$ cat config.mk
export PLATFORM = sky130hd
export DESIGN_NAME = inv_ring_freq_meter_flat
export DESIGN_NICKNAME = d
export VERILOG_FILES = /design/src/rtl/inv_ring_freq_meter_pkg.sv /design/src/rtl/inv_ring_freq_meter_if.sv /design/src/rtl/inv_ring_freq_meter_sync.sv /design/src/rtl/inv_ring_freq_meter.sv /design/src/flat_wrapper.sv
export SDC_FILE = /design/constraint.sdc
export NUM_CORES = 1
export LEC_CHECK = 0
export BUFFER_PORTS_ARGS = -buffer_cell sky130_fd_sc_hd__buf_2
export CORE_ASPECT_RATIO = 2
export CORE_MARGIN = 8
export CORE_UTILIZATION = 52
export DETAILED_ROUTE_END_ITERATION = 7
export PLACE_DENSITY = 0.76
export RECOVER_POWER = 25
export SLEW_MARGIN = 20
export SYNTH_ARGS = -nofsm -noshare
export SYNTH_HDL_FRONTEND = slang
export SYNTH_HIERARCHICAL = 1
export SYNTH_SLANG_ARGS = --single-unit
$ cat constraint.sdc
create_clock -name clk -period 1.9 [get_ports clk]
set_clock_uncertainty 0.15 [all_clocks]
set_input_delay 0.19 -clock clk [delete_from_list [all_inputs] [get_ports clk]]
set_output_delay 0.19 -clock clk [all_outputs]
set_load 0.1 [all_outputs]
$ cat src/rtl/inv_ring_freq_meter_pkg.sv
// Shared types and default sizing for the inverter-ring frequency meter.
// The sync stage includes a divide-by-2 when INV_RING_FREQ_METER_DIV_EN is defined.
package inv_ring_freq_meter_pkg;

    localparam int DEF_CNT_W       = 16;
    localparam int DEF_WIN_W       = 12;
    localparam int DEF_SYNC_STAGES = 2;

    typedef enum logic [1:0] {
        IDLE = 2'd0,
        GATE = 2'd1,
        DONE = 2'd2
    } state_t;

endpackage

$ cat src/rtl/inv_ring_freq_meter_if.sv
// Controller-side handshake bundle: START/WINDOW/ACK in, BUSY/VALID/COUNT/OVF out.
interface inv_ring_freq_meter_if
    import inv_ring_freq_meter_pkg::*;
#(
    parameter int CNT_W = DEF_CNT_W,
    parameter int WIN_W = DEF_WIN_W
);

    logic             start;
    logic [WIN_W-1:0] window;
    logic             ack;
    logic             busy;
    logic             valid;
    logic [CNT_W-1:0] count;
    logic             ovf;

    modport master (
        output start, window, ack,
        input  busy, valid, count, ovf
    );

    modport slave (
        input  start, window, ack,
        output busy, valid, count, ovf
    );

endinterface

$ cat src/rtl/inv_ring_freq_meter_sync.sv
// Brings the asynchronous ring output into the clk domain and emits a 1-cycle rising-edge pulse.
// With INV_RING_FREQ_METER_DIV_EN defined, a ring-clocked toggle flop halves the input first.
module inv_ring_freq_meter_sync #(
    parameter int SYNC_STAGES = 2
) (
    input  logic clk,
    input  logic rst,
    input  logic ro_in,
    output logic edge_pulse
);

    logic                   sync_in;
    logic [SYNC_STAGES-1:0] sync_q;
    logic                   sync_prev;

`ifdef INV_RING_FREQ_METER_DIV_EN
    logic div_q;

    // Only flop in the design clocked by the ring; relaxes the input frequency limit by 2x.
    always_ff @(posedge ro_in or posedge rst) begin
        if (rst) begin
            div_q <= 1'b0;
        end else begin
            div_q <= ~div_q;
        end
    end

    assign sync_in = div_q;
`else
    assign sync_in = ro_in;
`endif

    always_ff @(posedge clk or posedge rst) begin
        if (rst) begin
            sync_q    <= '0;
            sync_prev <= 1'b0;
        end else begin
            sync_q    <= {sync_q[SYNC_STAGES-2:0], sync_in};
            sync_prev <= sync_q[SYNC_STAGES-1];
        end
    end

    assign edge_pulse = sync_q[SYNC_STAGES-1] & ~sync_prev;

endmodule

$ cat src/rtl/inv_ring_freq_meter.sv
// Gated edge counter for a ring oscillator with a START/VALID/ACK result handshake.
// Build option INV_RING_FREQ_METER_DIV_EN (see the sync sub-module) makes COUNT read ring edges / 2.
module inv_ring_freq_meter
    import inv_ring_freq_meter_pkg::*;
#(
    parameter int CNT_W       = DEF_CNT_W,
    parameter int WIN_W       = DEF_WIN_W,
    parameter int SYNC_STAGES = DEF_SYNC_STAGES
) (
    input  logic                 clk,
    input  logic                 rst,
    input  logic                 ro_in,
    inv_ring_freq_meter_if.slave bus
);

    state_t           state;
    logic [WIN_W-1:0] win_cnt;
    logic [CNT_W-1:0] edge_cnt;
    logic [CNT_W-1:0] count_q;
    logic             busy_q;
    logic             valid_q;
    logic             ovf_q;
    logic             edge_pulse;
    logic             sat;
    logic [CNT_W-1:0] edge_next;

    inv_ring_freq_meter_sync #(
        .SYNC_STAGES(SYNC_STAGES)
    ) u_sync (
        .clk       (clk),
        .rst       (rst),
        .ro_in     (ro_in),
        .edge_pulse(edge_pulse)
    );

    // Saturating increment; the final-cycle edge must be visible when COUNT is loaded.
    assign sat       = (edge_cnt == {CNT_W{1'b1}});
    assign edge_next = (edge_pulse && !sat) ? edge_cnt + CNT_W'(1) : edge_cnt;

    always_ff @(posedge clk or posedge rst) begin
        if (rst) begin
            state    <= IDLE;
            win_cnt  <= '0;
            edge_cnt <= '0;
            count_q  <= '0;
            busy_q   <= 1'b0;
            valid_q  <= 1'b0;
            ovf_q    <= 1'b0;
        end else begin
            case (state)
                IDLE: begin
                    if (bus.start) begin
                        win_cnt  <= bus.window;
                        edge_cnt <= '0;
                        ovf_q    <= 1'b0;
                        busy_q   <= 1'b1;
                        if (bus.window == '0) begin
                            state   <= DONE;
                            valid_q <= 1'b1;
                            count_q <= '0;
                        end else begin
                            state <= GATE;
                        end
                    end
                end
                GATE: begin
                    win_cnt  <= win_cnt - WIN_W'(1);
                    edge_cnt <= edge_next;
                    if (edge_pulse && sat) begin
                        ovf_q <= 1'b1;
                    end
                    if (win_cnt == WIN_W'(1)) begin
                        state   <= DONE;
                        valid_q <= 1'b1;
                        count_q <= edge_next;
                    end
                end
                DONE: begin
                    if (bus.ack) begin
                        state   <= IDLE;
                        valid_q <= 1'b0;
                        busy_q  <= 1'b0;
                    end
                end
                default: begin
                    state <= IDLE;
                end
            endcase
        end
    end

    assign bus.busy  = busy_q;
    assign bus.valid = valid_q;
    assign bus.count = count_q;
    assign bus.ovf   = ovf_q;

endmodule
$ cat src/flat_wrapper.sv
// flat-port wrapper written by rule: the top's interface ports become plain ports
module inv_ring_freq_meter_flat import inv_ring_freq_meter_pkg::*;
#(
    parameter int CNT_W       = DEF_CNT_W,
    parameter int WIN_W       = DEF_WIN_W,
    parameter int SYNC_STAGES = DEF_SYNC_STAGES
)
  (clk, rst, ro_in, bus_start, bus_window, bus_ack, bus_busy, bus_valid, bus_count, bus_ovf);
  inv_ring_freq_meter_if #(.CNT_W(CNT_W), .WIN_W(WIN_W)) bus_i ();
  input  logic clk;
  input  logic rst;
  input  logic ro_in;
  input wire logic [$bits(bus_i.start)-1:0] bus_start;
  input wire logic [$bits(bus_i.window)-1:0] bus_window;
  input wire logic [$bits(bus_i.ack)-1:0] bus_ack;
  output wire logic [$bits(bus_i.busy)-1:0] bus_busy;
  output wire logic [$bits(bus_i.valid)-1:0] bus_valid;
  output wire logic [$bits(bus_i.count)-1:0] bus_count;
  output wire logic [$bits(bus_i.ovf)-1:0] bus_ovf;
  assign bus_i.start = bus_start;
  assign bus_i.window = bus_window;
  assign bus_i.ack = bus_ack;
  assign bus_busy = bus_i.busy;
  assign bus_valid = bus_i.valid;
  assign bus_count = bus_i.count;
  assign bus_ovf = bus_i.ovf;
  inv_ring_freq_meter #(.CNT_W(CNT_W), .WIN_W(WIN_W), .SYNC_STAGES(SYNC_STAGES)) u_core (.clk(clk), .rst(rst), .ro_in(ro_in), .bus(bus_i));
endmodule
==> flow_summary.yaml <==
power:
  switching_share_pct: 36.2
  p_sw_uw: 1300
  combPwrFrac_pct: 36.1
  leakagePower_uw: 0.00173
  p_int_uw: 2290
  ir_worst_vdd_mv: 0.806
  p_clk_share_pct: 22.0
  pwr-share-seq_pct: 41.9
  power_density_nw_per_um2: 864
global_routing:
  grt_use_total_pct: 19.6
  gr-total-overflow: 0
  grt_pass1_wl_mm: 12.7
  antenna_found_initial: 0
  grt_max_degree: 30
  grt_pass1_vias: 2808
clock_network:
  path_clk_slew_ns: 0.10
  cts_buffers: 5
  cts-root-buf: "clkbuf_8"
  clockBufferDepth: 2
  clkSinkCount: 52
  cts_tree: "built"
  h-tree-depth: 2
  clk_latency_ns: 0.31
detailed_routing:
  ant_nets: 0
  via_per_inst: 6.13
  drtIter0Drc: 244
  drc: 0
  post_drt_wl_per_cell_um: 19.0
  routed_wl_mm: 8.86
  vias: 2861
  dr.pass1.iters: 5
cells_and_area:
  register_area_um2: 1300
  fin_nets: 426
  multi_input_area_um2: 1820
  area_growth_pct: 47.1
  fill_cells: 315
  final_cell_area_um2: 4150
  fin_cells: 467
  diodes: 0
  layout-drive-gt1-share_pct: 44.7
place:
  port_buffers: 35
  dp_slack_ns: -0.224
  place_area_um2: 3450
  dp.cells: 440
  gp_congestion: 0.932
  hpwlAfterDp_mm: 5.52
logic_synthesis:
  yosysMostFrequentCell: "dfrtp_1"
  ys.flop_type: "dfrtp_1"
  ys_seq_elements: 52
  async_flop_share_pct: 100
  yosys_warnings: 6
  avgSynthCellArea_um2: 9.16
  ys_top_cells_by_area: "dfrtp_1, o21ai_0, a21oi_1"
  syn_nets: 328
  netlist_area_um2: 2820
  synth_common_cells: "dfrtp_1, o21ai_0, nand2_1"
  synth_edf_count: 0
  synth.distinct_cells: 48
  synthesis.instances: 308
  synth-seq-area-share_pct: 46.1
  yosys.area.top_type: "dfrtp_1"
  synth_top_area_share_pct: 46.1
floorplanning:
  io_pins: 36
  rows: 38
  fp.coreArea_um2: 5330
  die_area_um2: 8180
  die_h_um: 120
  start_util_pct: 53.0
  die_x_um: 68.1
run_status:
  violations: "setup timing"
  status: "finished with violations"
setup_path:
  crit_path_start: "u_core/win_cnt[2]"
  critPathArrivalTime_ns: 2.21
  crit_type: "reg2reg"
  cp.required_ns: 1.95
  start_kind: "register"
  path_max_fanout: 4
  end_kind: "register"
  reg2reg_from: "u_core/win_cnt[2]"
sta:
  finalHoldViolCount: 0
  max_slew_margin_pct: 43.7
  layout_setup_ws_ns: -0.258
  rsz0062_at_grt: "yes"
  setup_violations: 25
  worst_hold_slack_ns: 0.0251
  min_period_ns: 2.16
  tightestPinTransition_ns: 0.843
  fin_crit_sh_pct: 114
  fmax_mhz: 463
  drv_slew: 0
flow_run:
  drv_cap: 0
worst_hold_path:
  hold_path_class: "in2reg"
  hold_start: "bus_window[1]"
-- cell families (layout without fill, tap and decap cells) --
| group | Yosys count | after routing | share of synthesized area, % |
|---|---|---|---|
| buffers and inverters | 25 | 124 | 3.59 |
| AOI/OAI and AO/OA | 95 | 95 | 21.0 |
| adders and majority gates | 3 | 3 | 1.33 |
| xor gates and xnor gates | 14 | 14 | 4.34 |
| DFF | 52 | 52 | 46.1 |
| and+or+nand+nor | 117 | 117 | 23.0 |
| muxes | 2 | 2 | 0.709 |
-- power groups by stage --
stage	logic (uW)	registers [uW]	clock network [uW]
global route	1400	1520	840
detailed placement	1130	1490	0
CTS	1150	1470	799
global placement	1090	1470	0
finish	1300	1500	790
floorplan	524	1630	0
-- worst max-delay path, stage by stage (launching register included) --
cell and delay, ns:
dfrtp_1 0.39, or4_4 0.57, nor4b_4 0.32, buf_4 0.19, a32oi_4 0.09, clkbuf_16 0.21, nand2_4 0.05, o21ai_1 0.06
-- layout by cell type (no fill, tap or decap), types with 3 or more instances in the layout --
cell type / synthesis / final
nor2_1: 21 / 19
buf_6: 0 / 3
nand2_4: 0 / 6
dfrtp_1: 52 / 52
xnor2_1: 14 / 14
nand2_2: 1 / 13
buf_4: 0 / 61
nor4_4: 0 / 5
clkbuf_8: 0 / 6
inv_1: 10 / 10
a22o_1: 4 / 4
o21ai_1: 0 / 11
a211oi_4: 0 / 3
nor4b_4: 2 / 3
a31oi_1: 4 / 4
nand3_1: 7 / 4
nor4_1: 11 / 3
o21ai_2: 0 / 9
buf_2: 5 / 34
nand4_1: 5 / 5
o22ai_1: 6 / 6
nand3b_1: 3 / 3
a21oi_1: 25 / 23
o21ai_0: 36 / 16
nand2b_1: 6 / 5
buf_12: 0 / 3
nor4_2: 0 / 3
nand2_1: 31 / 12
nor3_1: 9 / 5
-- stage by stage --
stage / power, uW / utilization (%) / TNS [ns]
after global routing: 3760 / 78.0 / -6.24
after floorplan: 2150 / - / -1.88
after detailed placement: 2610 / 64.8 / -2.67
after global placement: 2560 / 64.8 / -1.39
final: 3590 / 78.0 / -4.98
after CTS: 3420 / 69.7 / -3.01
-- repair_timing --
item	in CTS	in global routing
setup endpoints to repair	30	42
gates resized for setup	22	69
gates cloned	0	2
hold buffers	2	0
endpoints found under the hold margin	24	0
buffers inserted	5	11
pin swaps	6	19
-- path summary, 6_finish.rpt --
| kind | to | slack, ns | depth (start not counted) |
|---|---|---|---|
| min reg2reg | u_core/u_sync/sync_q[1] | 0.22 | 0 |
| max reg2reg | u_core/bus.count[8] | -0.26 | 7 |
| min | u_core/win_cnt[1] | 0.03 | 3 |
| max | u_core/bus.count[8] | -0.26 | 7 |
| min in group asynchronous | u_core/u_sync/sync_q[1] | 0.13 | 3 |
| max in group asynchronous | u_core/win_cnt[9] | 0.53 | 4 |
-- sequential cells by signal, summed over array words and instances (netlist names) --
register                 cells
u_core/u_sync/sync_q         2
u_core/bus.valid             1
u_core/edge_cnt             16
u_core/bus.busy              1
u_core/state                 2
u_core/bus.ovf               1
u_core/win_cnt              12
u_core/bus.count            16
u_core/u_sync/sync_prev      1
-- area by class of cell --
class | instances | area share (%)
inverters | 10 | 0.904
clock buffers | 6 | 1.99
repair buffers | 106 | 19.2
clock inverters | 2 | 0.934
multi-input cells | 231 | 43.9
well taps | 60 | 1.81
flip-flops and latches | 52 | 31.3
-- routing by layer --
metal	global-route usage [%]	up-vias	routed length [um]
met1	23.4	1392	3400
met2	32.4	133	4690
met5	0	-	0
li1	-	1312	-
met3	3.52	24	554
met4	9.29	0	213
Note: power is estimated with default switching activity, not from simulation.
